File: config.mk
export PLATFORM = sky130hd
export DESIGN_NAME = regbank_writer_flat
export DESIGN_NICKNAME = d
export VERILOG_FILES = /design/src/rtl/regbank_writer_if.sv /design/src/rtl/regbank_writer.sv /design/src/flat_wrapper.sv
export SDC_FILE = /design/constraint.sdc
export NUM_CORES = 2
export LEC_CHECK = 0
export ABC_AREA = 1
export CAP_MARGIN = 20
export CORE_AREA = 2 2 434 436
export CTS_CLUSTER_SIZE = 12
export DETAILED_ROUTE_END_ITERATION = 16
export DIE_AREA = 0 0 436 438
export GPL_TIMING_DRIVEN = 1
export SETUP_SLACK_MARGIN = 0.5
export SYNTH_ARGS = -nofsm -noshare
export SYNTH_HDL_FRONTEND = slang
export SYNTH_SLANG_ARGS = --single-unit
File: constraint.sdc
create_clock -name clk -period 2.25 [get_ports clk]
set_input_delay 0.3375 -clock clk [delete_from_list [all_inputs] [get_ports clk]]
set_output_delay 0.3375 -clock clk [all_outputs]
set_load 0.02 [all_outputs]
File: src/rtl/regbank_writer_if.sv
// Write-request channel into the register bank: valid/ready handshake
// carrying a 5-bit destination index and a data word.
interface regbank_writer_if #(
  parameter int Width = 32
);
  logic             wr_valid;
  logic             wr_ready;
  logic [4:0]       wr_addr;
  logic [Width-1:0] wr_data;

  modport master (
    output wr_valid,
    output wr_addr,
    output wr_data,
    input  wr_ready
  );

  modport slave (
    input  wr_valid,
    input  wr_addr,
    input  wr_data,
    output wr_ready
  );
endinterface

File: src/rtl/regbank_writer.sv
// Write side of the 32-entry register bank.
// Accepted writes pass through a single pending stage before committing, so
// the pending address/data are visible for hazard forwarding. Register 0 is
// hardwired to zero. A clear engine zeroes registers 1..31, one per cycle.
//
// state | meaning
// RUN   | normal operation, writes accepted unless clear_req is high
// CLEAR | sweep in progress, clr_idx names the register zeroed at the next edge
module regbank_writer #(
  parameter int Width = 32
) (
  input  logic                  clk,
  input  logic                  reset,
  regbank_writer_if.slave       wr,
  input  logic                  clear_req,
  output logic                  clear_busy,
  output logic                  pend_valid,
  output logic [4:0]            pend_addr,
  output logic [Width-1:0]      pend_data,
  output logic [32*Width-1:0]   q_flat
);

  typedef enum logic {
    RUN   = 1'b0,
    CLEAR = 1'b1
  } state_t;

  state_t           state_q, state_d;
  logic [4:0]       clr_idx_q, clr_idx_d;
  logic             ready_c;
  logic             busy_c;
  logic             accept;
  logic [Width-1:0] regs [0:31];

  // State register and clear index.
  always_ff @(posedge clk) begin
    if (reset) begin
      state_q   <= RUN;
      clr_idx_q <= 5'd0;
    end else begin
      state_q   <= state_d;
      clr_idx_q <= clr_idx_d;
    end
  end

  // Next-state logic; the index stops at 31 and returns to 0 with RUN.
  always_comb begin
    state_d   = state_q;
    clr_idx_d = clr_idx_q;
    unique case (state_q)
      RUN: begin
        if (clear_req) begin
          state_d   = CLEAR;
          clr_idx_d = 5'd1;
        end
      end
      CLEAR: begin
        if (clr_idx_q == 5'd31) begin
          state_d   = RUN;
          clr_idx_d = 5'd0;
        end else begin
          clr_idx_d = 5'(clr_idx_q + 5'd1);
        end
      end
      default: begin
        state_d   = RUN;
        clr_idx_d = 5'd0;
      end
    endcase
  end

  // FSM outputs: ready drops combinationally as soon as a clear is requested.
  always_comb begin
    ready_c = 1'b0;
    busy_c  = 1'b0;
    unique case (state_q)
      RUN:     ready_c = !clear_req;
      CLEAR:   busy_c  = 1'b1;
      default: ready_c = 1'b0;
    endcase
  end

  assign wr.wr_ready = ready_c;
  assign clear_busy  = busy_c;
  assign accept      = wr.wr_valid && ready_c;

  // Pending stage; writes to address 0 complete the handshake but are dropped.
  always_ff @(posedge clk) begin
    if (reset) begin
      pend_valid <= 1'b0;
      pend_addr  <= 5'd0;
      pend_data  <= '0;
    end else begin
      pend_valid <= accept && (wr.wr_addr != 5'd0);
      if (accept && (wr.wr_addr != 5'd0)) begin
        pend_addr <= wr.wr_addr;
        pend_data <= wr.wr_data;
      end
    end
  end

  // Register array: commit from the pending stage, or zero one entry per
  // CLEAR cycle. A pending write can only coexist with the entry edge, which
  // is still in RUN, so the two never target the same edge.
  always_ff @(posedge clk) begin
    if (reset) begin
      for (int i = 0; i < 32; i++) begin
        regs[i] <= '0;
      end
    end else begin
      if (pend_valid) begin
        regs[pend_addr] <= pend_data;
      end
      if (state_q == CLEAR) begin
        regs[clr_idx_q] <= '0;
      end
      regs[0] <= '0;
    end
  end

  // Flatten the bank for the read selector.
  always_comb begin
    q_flat = '0;
    for (int i = 0; i < 32; i++) begin
      q_flat[i*Width +: Width] = regs[i];
    end
  end

endmodule

File: src/flat_wrapper.sv
// flat-port wrapper written by rule: the top's interface ports become plain ports
module regbank_writer_flat 
#(
  parameter int Width = 32
)
  (clk, reset, clear_req, clear_busy, pend_valid, pend_addr, pend_data, q_flat, wr_wr_valid, wr_wr_addr, wr_wr_data, wr_wr_ready);
  regbank_writer_if #(.Width(Width)) wr_i ();
  input  logic clk;
  input  logic reset;
  input  logic clear_req;
  output logic clear_busy;
  output logic pend_valid;
  output logic [4:0] pend_addr;
  output logic [Width-1:0] pend_data;
  output logic [32*Width-1:0] q_flat;
  input wire logic [$bits(wr_i.wr_valid)-1:0] wr_wr_valid;
  input wire logic [$bits(wr_i.wr_addr)-1:0] wr_wr_addr;
  input wire logic [$bits(wr_i.wr_data)-1:0] wr_wr_data;
  output wire logic [$bits(wr_i.wr_ready)-1:0] wr_wr_ready;
  assign wr_i.wr_valid = wr_wr_valid;
  assign wr_i.wr_addr = wr_wr_addr;
  assign wr_i.wr_data = wr_wr_data;
  assign wr_wr_ready = wr_i.wr_ready;
  regbank_writer #(.Width(Width)) u_core (.clk(clk), .reset(reset), .wr(wr_i), .clear_req(clear_req), .clear_busy(clear_busy), .pend_valid(pend_valid), .pend_addr(pend_addr), .pend_data(pend_data), .q_flat(q_flat));
endmodule
==> impl_metrics.toml <==
[outcome]
status = "finished clean"

[yosys]
yosysTopAreaCell = "dfxtp_1"
yosys_warnings = 0
syn-cell-area_um2 = 38700
yosys.cell_count.top_type = "nand2_1"
ys_seq_elements = 1068
synth_top_cell_area_share = 0.552
avgSynthCellArea_um2 = 7.92
syn_inst = 4888
synth_edf_count = 0
synthTopCellsByArea = "dfxtp_1 (55%), a21oi_1 (13%), nand3_1 (13%), nand2_1 (10%), clkbuf_1 (2.7%)"
ys_types = 25
yosysSeqAreaShare = 0.552
ys.flop_type = "dfxtp_1"
async_flop_share = 0
netlist_top_cells_count = "nand2_1 (1073), dfxtp_1 (1068), a21oi_1 (999), nand3_1 (998), clkbuf_1 (278)"

[sta]
clock.fmax_ghz = 0.517
setup_slack_ns = 0.316
slew_viol_final = 0
worstMarginPinSlew_ns = 1.22
slew_headroom = 0.185
period_needed_ns = 1.93
finalCritPeriodShare = 0.860
final-setup-viol-count = 0
hold_viol_final = 0
fin_tns_setup_ns = 0
rsz0062_at_grt = "yes"
clock-skew-final_ns = 0.0850

[cts]
cts_made_buffers = 116
cts_root_buf = "clkbuf_16"
clkLatencyLatePin_ns = 0.79
cts.sinks = 1068
clkTransAtPathRegs_ns = 0.06
cts.htree.levels = 3
cts_tree = "done"
hold_buffers = 0
cts_buffer_depth = 3

[hold_path]
hold_depth = 3
worstHoldStart = "wr_wr_data[29]"
hold_path_class = "in2reg"
min_to = "u_core.pend_data[29]"

[power_and_ir_drop]
p_leak_nw = 23.9
p_int_mw = 31.0
switching_share = 0.254
p_clk_frac = 0.481
switchingPower_mw = 10.6
p_seq_frac = 0.459
p_comb_frac = 0.060
vdd_drop_max_v = 0.000697
power.density_nw_per_um2 = 681

[final_layout]
area_delta_synth_final_pct = 57.7
nets = 6113
layout-drive-gt1-share = 0.415
final_core_util = 0.327

[global_route]
grt.total_usage = 0.217
antenna_found_initial = 14
grt_pass1_wl_um = 297000
grt_pass1_vias = 37800
grt_max_degree = 143
grt-ovfl-total = 0

[worst_setup_path]
end_kind = "flip-flop"
timing.rr.start = "u_core.clr_idx_q[0]"
critPathMaxFanout = 8
worstPathRequired_ns = 2.86
rr_endpoint = "u_core.regs[30][12]"
worstPathArrival_ns = 2.54
regToRegSetupSlack_ns = 0.32
start_kind = "flip-flop"
r2r_cells = 8
crit_type = "reg2reg"

[floorplanning]
initial_utilization = 0.207
num_rows = 159
coreArea_um2 = 187000
dieArea_um2 = 191000
ios = 1105
die_y_um = 438
die_x_um = 436

[placed_design]
numPortBuffers = 1104
pre_cts_ws_ns = -0.0223
hpwl_um = 144000
routabilityCongestion = 0.845

[detailed_routing]
drtPass1Iterations = 6
wire_per_inst_um = 28.8
post_drt_via_cell_ratio = 5.11
ant_nets = 0
drtIter0Drc = 4612
detail_route.wirelength_um = 250000
num_vias = 44300
drc = 0

[flow_run]
maxCapViolCount = 0
## area by class of cell
cell class                      instances  area (um^2)
Clock inverter                         32          433
Fill cell                           19600       126000
Sequential cell                      1068        21500
Multi-Input combinational cell       3316        18700
Inverter                               27          129
Tap cell                             2495         3120
Clock buffer                          179         3530
Antenna cell                            7         17.5
Timing Repair Buffer                 1538        13600
## power by group through the flow
stage                     sequential (mW)  combinational [mW]  clock [mW]
after global placement               19.5                2.28           0
after CTS                            19.1                2.29        20.2
after floorplan                      19.6               0.671           0
after detailed placement             19.5                2.28           0
after global routing                 19.1                2.54        20.9
final                                19.1                2.51        20.0
## repair_timing
action	in CTS	in global routing
cloned	0	108
gates resized for setup	1175	3146
pin swaps	0	203
setup buffers	9	74
endpoints found under the hold margin	0	0
endpoints found under the setup margin	2040	2050
## per-layer routing
layer  vias up  GRT usage  share of wire
li1      18800          -              -
met1     21600      0.255           0.37
met2      2972      0.353           0.45
met3       852     0.0613           0.10
met4        18      0.126          0.081
met5         -          0        0.00043
## cell usage in the layout (no fill, tap or decap), types with 22 or more instances in the layout
master | netlist | layout
dfxtp_1 | 1068 | 1011
nand3_1 | 998 | 995
clkbuf_2 | 0 | 981
nand2_1 | 1073 | 941
a21oi_2 | 0 | 564
a21oi_1 | 999 | 415
buf_12 | 0 | 212
clkbuf_16 | 0 | 193
buf_4 | 3 | 107
nor2_1 | 123 | 76
nand2_2 | 3 | 75
nand2_4 | 1 | 60
nor2_4 | 0 | 58
buf_6 | 0 | 55
clkdlybuf4s50_1 | 0 | 40
o21ai_0 | 37 | 37
clkbuf_8 | 0 | 37
dfxtp_4 | 0 | 35
buf_2 | 202 | 33
conb_1 | 1 | 32
clkbuf_1 | 278 | 25
dfxtp_2 | 0 | 22
## cell families (layout without fill, tap and decap cells)
group | Yosys count | in the layout | share of synthesized area
AO/OA/AOI/OAI | 1039 | 1039 | 0.134
flip-flops | 1068 | 1068 | 0.552
AND/OR/NAND/NOR | 2240 | 2240 | 0.253
buffers and inverters | 535 | 1776 | 0.0587
other | 1 | 39 | 0.0000969
adder cells (fa/ha/maj) | 5 | 5 | 0.00162
## through the flow
| step | total power, mW | instance area (um^2) | hold slack, ns | std cells |
|---|---|---|---|---|
| 3_5_place_dp | 21.8 | 55000 | 0.469 | 8253 |
| 6_report | 41.6 | 61000 | 0.180 | 8662 |
| 4_1_cts | 41.6 | 57900 | 0.0907 | 8473 |
| 2_1_floorplan | 20.3 | 38800 | 0.485 | 4919 |
| 5_1_grt | 42.5 | 61000 | 0.155 | 8658 |
| 3_3_place_gp | 21.8 | 55000 | 0.463 | 8253 |
## worst max-delay path by stage
stage                              startpoint             endpoint  slack, ns  cells after the start
after floorplan           u_core.clr_idx_q[0]   u_core.regs[5][10]       0.53                      9
after global placement                  reset    u_core.regs[5][3]       0.02                     10
after detailed placement                reset   u_core.regs[5][28]      -0.02                     10
after global routing      u_core.clr_idx_q[0]   u_core.regs[5][14]       0.28                     12
after CTS                 u_core.regs[27][16]          q_flat[880]       0.17                      1
final                     u_core.clr_idx_q[0]  u_core.regs[30][12]       0.32                      8
## critical path, cell delays in order, from the launching register on
cell	delay, ns
dfxtp_4	0.36
inv_4	0.07
buf_12	0.10
ha_4	0.14
nand4_1	0.42
nor2_4	0.25
buf_12	0.16
clkbuf_16	0.18
a21oi_2	0.04
## flip-flops by register name, indices dropped and copies added (netlist names)
signal and flops:
u_core.state_q 1, u_core.pend_valid 1, u_core.clr_idx_q 5, u_core.pend_addr 5, u_core.pend_data 32, u_core.regs 1024
Note: power is estimated with default switching activity, not from simulation.
